**src/rtl/uart_fifo_scheduler_if.sv**
```systemverilog
// Signal bundle between uart_fifo_scheduler and its two producers, the shared byte FIFO and uart_tx.
// master = scheduler side, slave = surrounding UART top level.
interface uart_fifo_scheduler_if #(
    parameter int unsigned DATA_W = 8
);
    logic              req0_valid;
    logic [DATA_W-1:0] req0_data;
    logic              req0_ready;
    logic              req1_valid;
    logic [DATA_W-1:0] req1_data;
    logic              req1_ready;
    logic              fifo_push;
    logic [DATA_W-1:0] fifo_w_data;
    logic              fifo_full;
    logic              fifo_pop;
    logic [DATA_W-1:0] fifo_r_data;
    logic              fifo_empty;
    logic              tx_en;
    logic              tx_busy;
    logic              tx_start;
    logic [DATA_W-1:0] tx_data;

    modport master (
        input  req0_valid, req0_data, req1_valid, req1_data,
        input  fifo_full, fifo_r_data, fifo_empty, tx_en, tx_busy,
        output req0_ready, req1_ready, fifo_push, fifo_w_data, fifo_pop,
        output tx_start, tx_data
    );

    modport slave (
        output req0_valid, req0_data, req1_valid, req1_data,
        output fifo_full, fifo_r_data, fifo_empty, tx_en, tx_busy,
        input  req0_ready, req1_ready, fifo_push, fifo_w_data, fifo_pop,
        input  tx_start, tx_data
    );
endinterface

```
**src/rtl/uart_fifo_scheduler.sv**
```systemverilog
// Round-robin push arbiter for two producers into a shared byte FIFO, plus the FIFO->uart_tx drain FSM.
// Define UFS_BURST_LOCK_EN to keep the grant with one requester for up to MAX_BURST consecutive bytes.
module uart_fifo_scheduler #(
    parameter int unsigned DATA_W    = 8,
    parameter int unsigned MAX_BURST = 4
) (
    input  logic                 clk,
    input  logic                 rst,
    uart_fifo_scheduler_if.master bus
);
    typedef enum logic [1:0] {
        IDLE,
        START,
        WAIT_BUSY,
        WAIT_DONE
    } state_e;

    state_e            state_q, state_d;
    logic [DATA_W-1:0] tx_data_q, tx_data_d;
    logic              rr_ptr_q, rr_ptr_d;
    logic              gnt_vld;
    logic              gnt_idx;
    logic              pop;
    logic              start;
    logic              locked;

`ifdef UFS_BURST_LOCK_EN
    localparam int unsigned CNT_W = $clog2(MAX_BURST + 1);

    logic [CNT_W-1:0] burst_q, burst_d, burst_nxt;

    // The burst owner is always the index rr_ptr points away from.
    assign locked = (burst_q != '0) && (rr_ptr_q ? bus.req0_valid : bus.req1_valid);

    always_comb begin
        burst_nxt = locked ? burst_q + CNT_W'(1) : CNT_W'(1);
        burst_d   = burst_q;
        if (gnt_vld) begin
            burst_d = (burst_nxt == CNT_W'(MAX_BURST)) ? '0 : burst_nxt;
        end else if (!bus.fifo_full) begin
            burst_d = '0;
        end
    end

    always_ff @(posedge clk) begin
        if (rst) begin
            burst_q <= '0;
        end else begin
            burst_q <= burst_d;
        end
    end
`else
    assign locked = 1'b0;
`endif

    always_comb begin
        gnt_vld  = 1'b0;
        gnt_idx  = 1'b0;
        rr_ptr_d = rr_ptr_q;
        if (!rst && !bus.fifo_full && (bus.req0_valid || bus.req1_valid)) begin
            gnt_vld = 1'b1;
            if (locked) begin
                gnt_idx = ~rr_ptr_q;
            end else if (bus.req0_valid && bus.req1_valid) begin
                gnt_idx = rr_ptr_q;
            end else begin
                gnt_idx = bus.req1_valid;
            end
        end
        if (gnt_vld) begin
            rr_ptr_d = ~gnt_idx;
        end
    end

    assign bus.fifo_push   = gnt_vld;
    assign bus.fifo_w_data = gnt_idx ? bus.req1_data : bus.req0_data;
    assign bus.req0_ready  = gnt_vld && !gnt_idx;
    assign bus.req1_ready  = gnt_vld && gnt_idx;

    always_comb begin
        state_d   = state_q;
        tx_data_d = tx_data_q;
        pop       = 1'b0;
        start     = 1'b0;
        unique case (state_q)
            IDLE: begin
                if (!bus.fifo_empty && bus.tx_en && !bus.tx_busy) begin
                    pop       = 1'b1;
                    tx_data_d = bus.fifo_r_data;
                    state_d   = START;
                end
            end
            START: begin
                start   = 1'b1;
                state_d = WAIT_BUSY;
            end
            WAIT_BUSY: begin
                if (bus.tx_busy) begin
                    state_d = WAIT_DONE;
                end
            end
            WAIT_DONE: begin
                if (!bus.tx_busy) begin
                    state_d = IDLE;
                end
            end
            default: state_d = IDLE;
        endcase
    end

    assign bus.fifo_pop = pop && !rst;
    assign bus.tx_start = start;
    assign bus.tx_data  = tx_data_q;

    always_ff @(posedge clk) begin
        if (rst) begin
            state_q   <= IDLE;
            tx_data_q <= '0;
            rr_ptr_q  <= 1'b0;
        end else begin
            state_q   <= state_d;
            tx_data_q <= tx_data_d;
            rr_ptr_q  <= rr_ptr_d;
        end
    end
endmodule

```
**src/flat_wrapper.sv**
```systemverilog
// flat-port wrapper written by rule: the top's interface ports become plain ports
module uart_fifo_scheduler_flat 
#(
    parameter int unsigned DATA_W    = 8,
    parameter int unsigned MAX_BURST = 4
)
  (clk, rst, bus_req0_valid, bus_req0_data, bus_req1_valid, bus_req1_data, bus_fifo_full, bus_fifo_r_data, bus_fifo_empty, bus_tx_en, bus_tx_busy, bus_req0_ready, bus_req1_ready, bus_fifo_push, bus_fifo_w_data, bus_fifo_pop, bus_tx_start, bus_tx_data);
  uart_fifo_scheduler_if #(.DATA_W(DATA_W)) bus_i ();
  input  logic clk;
  input  logic rst;
  input wire logic [$bits(bus_i.req0_valid)-1:0] bus_req0_valid;
  input wire logic [$bits(bus_i.req0_data)-1:0] bus_req0_data;
  input wire logic [$bits(bus_i.req1_valid)-1:0] bus_req1_valid;
  input wire logic [$bits(bus_i.req1_data)-1:0] bus_req1_data;
  input wire logic [$bits(bus_i.fifo_full)-1:0] bus_fifo_full;
  input wire logic [$bits(bus_i.fifo_r_data)-1:0] bus_fifo_r_data;
  input wire logic [$bits(bus_i.fifo_empty)-1:0] bus_fifo_empty;
  input wire logic [$bits(bus_i.tx_en)-1:0] bus_tx_en;
  input wire logic [$bits(bus_i.tx_busy)-1:0] bus_tx_busy;
  output wire logic [$bits(bus_i.req0_ready)-1:0] bus_req0_ready;
  output wire logic [$bits(bus_i.req1_ready)-1:0] bus_req1_ready;
  output wire logic [$bits(bus_i.fifo_push)-1:0] bus_fifo_push;
  output wire logic [$bits(bus_i.fifo_w_data)-1:0] bus_fifo_w_data;
  output wire logic [$bits(bus_i.fifo_pop)-1:0] bus_fifo_pop;
  output wire logic [$bits(bus_i.tx_start)-1:0] bus_tx_start;
  output wire logic [$bits(bus_i.tx_data)-1:0] bus_tx_data;
  assign bus_i.req0_valid = bus_req0_valid;
  assign bus_i.req0_data = bus_req0_data;
  assign bus_i.req1_valid = bus_req1_valid;
  assign bus_i.req1_data = bus_req1_data;
  assign bus_i.fifo_full = bus_fifo_full;
  assign bus_i.fifo_r_data = bus_fifo_r_data;
  assign bus_i.fifo_empty = bus_fifo_empty;
  assign bus_i.tx_en = bus_tx_en;
  assign bus_i.tx_busy = bus_tx_busy;
  assign bus_req0_ready = bus_i.req0_ready;
  assign bus_req1_ready = bus_i.req1_ready;
  assign bus_fifo_push = bus_i.fifo_push;
  assign bus_fifo_w_data = bus_i.fifo_w_data;
  assign bus_fifo_pop = bus_i.fifo_pop;
  assign bus_tx_start = bus_i.tx_start;
  assign bus_tx_data = bus_i.tx_data;
  uart_fifo_scheduler #(.DATA_W(DATA_W), .MAX_BURST(MAX_BURST)) u_core (.clk(clk), .rst(rst), .bus(bus_i));
endmodule
```
**config.mk**
```make
export PLATFORM = sky130hd
export DESIGN_NAME = uart_fifo_scheduler_flat
export DESIGN_NICKNAME = d
export VERILOG_FILES = /design/src/rtl/uart_fifo_scheduler_if.sv /design/src/rtl/uart_fifo_scheduler.sv /design/src/flat_wrapper.sv
export SDC_FILE = /design/constraint.sdc
export NUM_CORES = 1
export LEC_CHECK = 0
export CAP_MARGIN = 20
export CORE_MARGIN = 2
export CORE_UTILIZATION = 35
export CTS_BUF_LIST = sky130_fd_sc_hd__clkbuf_8
export CTS_CLUSTER_DIAMETER = 30
export CTS_CLUSTER_SIZE = 14
export DETAILED_ROUTE_END_ITERATION = 16
export PLACE_DENSITY_LB_ADDON = 0.1
export SLEW_MARGIN = 20
export SYNTH_ARGS = -nofsm -noshare
export SYNTH_HDL_FRONTEND = slang
export SYNTH_SLANG_ARGS = --single-unit
```
**constraint.sdc**
```tcl
create_clock -name clk -period 2.8 [get_ports clk]
set_clock_uncertainty 0.2 [all_clocks]
set_input_delay 0.56 -clock clk [delete_from_list [all_inputs] [get_ports clk]]
set_output_delay 0.56 -clock clk [all_outputs]
set_load 0.01 [all_outputs]
```
==> flow_metrics.py <==
metrics = {
    "outcome": {
        "status": "completed",
    },
    "global_route": {
        "grt_use_total_pct": 18.41,
        "antenna_found_initial": 0,
        "grt_pass1_wl_um": 2725,
        "grt_pass1_vias": 724,
        "grt_remaining_overflow": 0,
        "grt_start_max_net_pins": 12,
    },
    "sta": {
        "period_minus_slack_ps": 2699,
        "min_period_over_period_pct": 96.40,
        "fmax_mhz": 370.5,
        "hold_violations": 0,
        "worst_pin_slew_ps": 244.5,
        "worst_slack_ps": 100.7,
        "slew_viol_final": 0,
        "rsz0062_at_grt": "false",
        "timing.slew.headroom_pct": 83.47,
        "finalSetupViolCount": 0,
    },
    "logic_synthesis": {
        "synth_ff_type": "dfxtp_1",
        "yosys_warnings": 0,
        "synth_compound_area_share_pct": 13.41,
        "synth_top_cell_by_area": "dfxtp_1",
        "yosysTopAreaCellShare_pct": 34.71,
        "synthSimpleGateAreaFrac_pct": 21.10,
        "synth_xor_area_share_pct": 0,
        "netlist_area_um2": 634.4,
        "ys_seq_area_share_pct": 34.71,
        "muxShareOfSynthArea_pct": 17.36,
        "synth_area_leaders": "dfxtp_1, mux2_2, nand2_1",
        "syn_nets": 108,
        "synth_fa_ha_area_share_pct": 7.890,
        "async_flop_share_pct": 0,
        "synth_top_family_by_area": "simple AND/OR/NAND/NOR gates",
        "synth_area_per_cell_um2": 8.811,
        "synthDistinctLibCells": 21,
        "synth_edf_count": 0,
        "synth_cells": 72,
        "yosys_register_bits": 11,
    },
    "placed_design": {
        "pre_cts_slack_ps": -113.5,
        "dpl_cell_area_um2": 1207,
        "place.gp.congestion": 0.6471,
        "port_buffers": 52,
        "dp_hpwl_um": 1455,
    },
    "power_and_ir_drop": {
        "internal_power_mw": 0.4028,
        "p_sw_mw": 0.1697,
        "p_per_area_nw_per_um2": 459.4,
        "pwr-share-seq_pct": 33.5,
        "pwr-share-clk_pct": 26.7,
        "switching_share_pct": 29.65,
        "p_leak_nw": 0.5177,
        "peakVddDrop_mv": 0.2419,
        "pwr-share-comb_pct": 39.9,
    },
    "worst_setup_path": {
        "r2r_start": "u_core.state_q[0]",
        "crit_chain": "clkdlybuf4s50_1 -> nand2b_1 -> nand3_4 -> mux2_2 -> dlygate4sd2_1",
        "slowest_delay_ps": 480,
        "crit_required_ps": 2040,
        "worstPathArrival_ps": 1940,
        "regToRegEndpoint": "u_core.state_q[0]",
        "crit_slowest_cell": "clkdlybuf4s50_1",
        "critPathLaunchType": "input pin",
        "cp.depth": 5,
        "crit_family": "buffers and inverters",
        "rrSetupSlack_ps": 1210,
        "crit_path_end_kind": "output port",
        "crit_fanout": 10,
        "critPathKind": "in2out",
        "path_buf_inv": 2,
        "rr_worst_depth": 5,
    },
    "clocking": {
        "cts_buffers": 3,
        "cts_htree_levels": 1,
        "cts_tree": "done",
        "clkTransAtPathRegs_ps": 50,
        "insertion_delay_ps": 230,
        "clockBufferDepth": 2,
        "cts_sinks": 11,
        "cts_root_buffer": "clkbuf_8",
    },
    "floorplan": {
        "die_w_um": 46.57,
        "core_region_area_um2": 1708,
        "die_y_um": 46.57,
        "ioPinCount": 53,
        "rows": 15,
        "initial_core_util_pct": 37.14,
        "die_area_um2": 2169,
    },
    "route": {
        "wl_met2_um": 843,
        "met3_length_um": 232,
        "wl_per_cell_um": 11.17,
        "num_vias": 725,
        "final_antenna_net_count": 0,
        "wl_met1_um": 628,
        "firstDrtPassIters": 4,
        "drt-total-wl_um": 1732,
        "vias_per_cell": 4.677,
        "top_layer": "met4",
        "drcViolationCount": 0,
        "drt-initial-drc-count": 10,
    },
    "layout": {
        "area_delta_synth_final_pct": 96.45,
        "drive_gt1_share_pct": 14.62,
        "mostFrequentLayoutCell": "clkdlybuf4s50_1",
        "final_area_um2": 1246,
        "final_cell_mix": "clkdlybuf4s50_1, nand2_1, dfxtp_1, a21oi_1, dlygate4sd2_1",
        "diodes": 0,
        "nets": 167,
    },
    "hold_path": {
        "min_path_cells": 2,
        "hold_path_end": "u_core.bus.tx_data[4]",
        "hp-class": "reg2reg",
        "hold_start": "u_core.bus.tx_data[4]",
    },
    "flow_run": {
        "cap_violations": 0,
    },
}
-- cells in the mapped netlist (2+ instances only) --
cell / count
a211oi_1: 2
mux2i_1: 2
ha_1: 4
mux2_2: 8
nand2_1: 18
inv_1: 5
a21oi_1: 9
dfxtp_1: 11
-- worst max-delay path by stage --
stage	from	to	slack, ps
3_5_place_dp	bus_req0_valid	bus_fifo_w_data[6]	-110
3_3_place_gp	bus_req0_valid	bus_fifo_w_data[3]	-100
6_report	bus_req0_valid	bus_fifo_w_data[3]	100
4_1_cts	rst	bus_fifo_push	50
5_1_grt	rst	bus_fifo_push	30
2_1_floorplan	rst	bus_req0_ready	790
-- power groups by stage --
stage | logic, mW | clock network (mW) | registers (mW)
3_5_place_dp | 0.235 | 0 | 0.195
6_report | 0.228 | 0.153 | 0.192
2_1_floorplan | 0.115 | 0 | 0.195
5_1_grt | 0.249 | 0.163 | 0.195
3_3_place_gp | 0.227 | 0 | 0.194
4_1_cts | 0.229 | 0.155 | 0.192
-- timing repair --
action,in CTS,in global routing
gates cloned,0,0
resized for setup,9,1
pin swaps,0,1
setup buffers,0,0
setup endpoints to repair,9,7
hold buffers,0,0
-- logic make-up after synthesis --
| family | after synthesis |
|---|---|
| mux | 10 |
| compound gates | 14 |
| flops | 11 |
| fa+ha+maj | 4 |
| buf+inv | 8 |
| simple gates | 25 |
-- registers in the layout, indices dropped and copies added, names as in the netlist --
signal,cells
u_core.bus.tx_data,8
u_core.state_q,2
u_core.rr_ptr_q,1
-- final cells by class --
| class | count | area, um^2 |
|---|---|---|
| timing repair buffer | 57 | 546.8 |
| fill | 140 | 461.7 |
| multi-input combinational | 53 | 384.1 |
| sequential | 11 | 220.2 |
| clock buffer | 3 | 41.29 |
| tap | 25 | 31.28 |
| inverter | 5 | 18.77 |
| clock inverter | 1 | 3.754 |
-- metal layers --
| layer | up-vias | global-route usage [%] |
|---|---|---|
| met3 | 4 | 8.627 |
| met2 | 44 | 31.39 |
| met5 | - | 0 |
| met1 | 317 | 18.16 |
| li1 | 360 | - |
| met4 | 0 | 10.29 |
-- worst reg2reg max path, stage by stage, from the launching register on --
cell and delay [ps]:
dfxtp_1 360, inv_1 90, ha_1 230, nor4b_1 300, a21oi_1 120, a211oi_1 230
-- through the flow --
step,hold WS (ps),utilization (%),std cells,setup TNS (ps),total power [mW]
2_1_floorplan,263.5,-,72,0,0.3105
3_3_place_gp,240.6,70.70,151,-745.5,0.4211
3_5_place_dp,248.7,70.70,151,-889.9,0.4292
4_1_cts,255.3,72.67,155,0,0.5764
5_1_grt,278.1,72.97,155,0,0.6065
6_report,252.4,72.97,155,0,0.5725
Note: power is estimated with default switching activity, not from simulation.
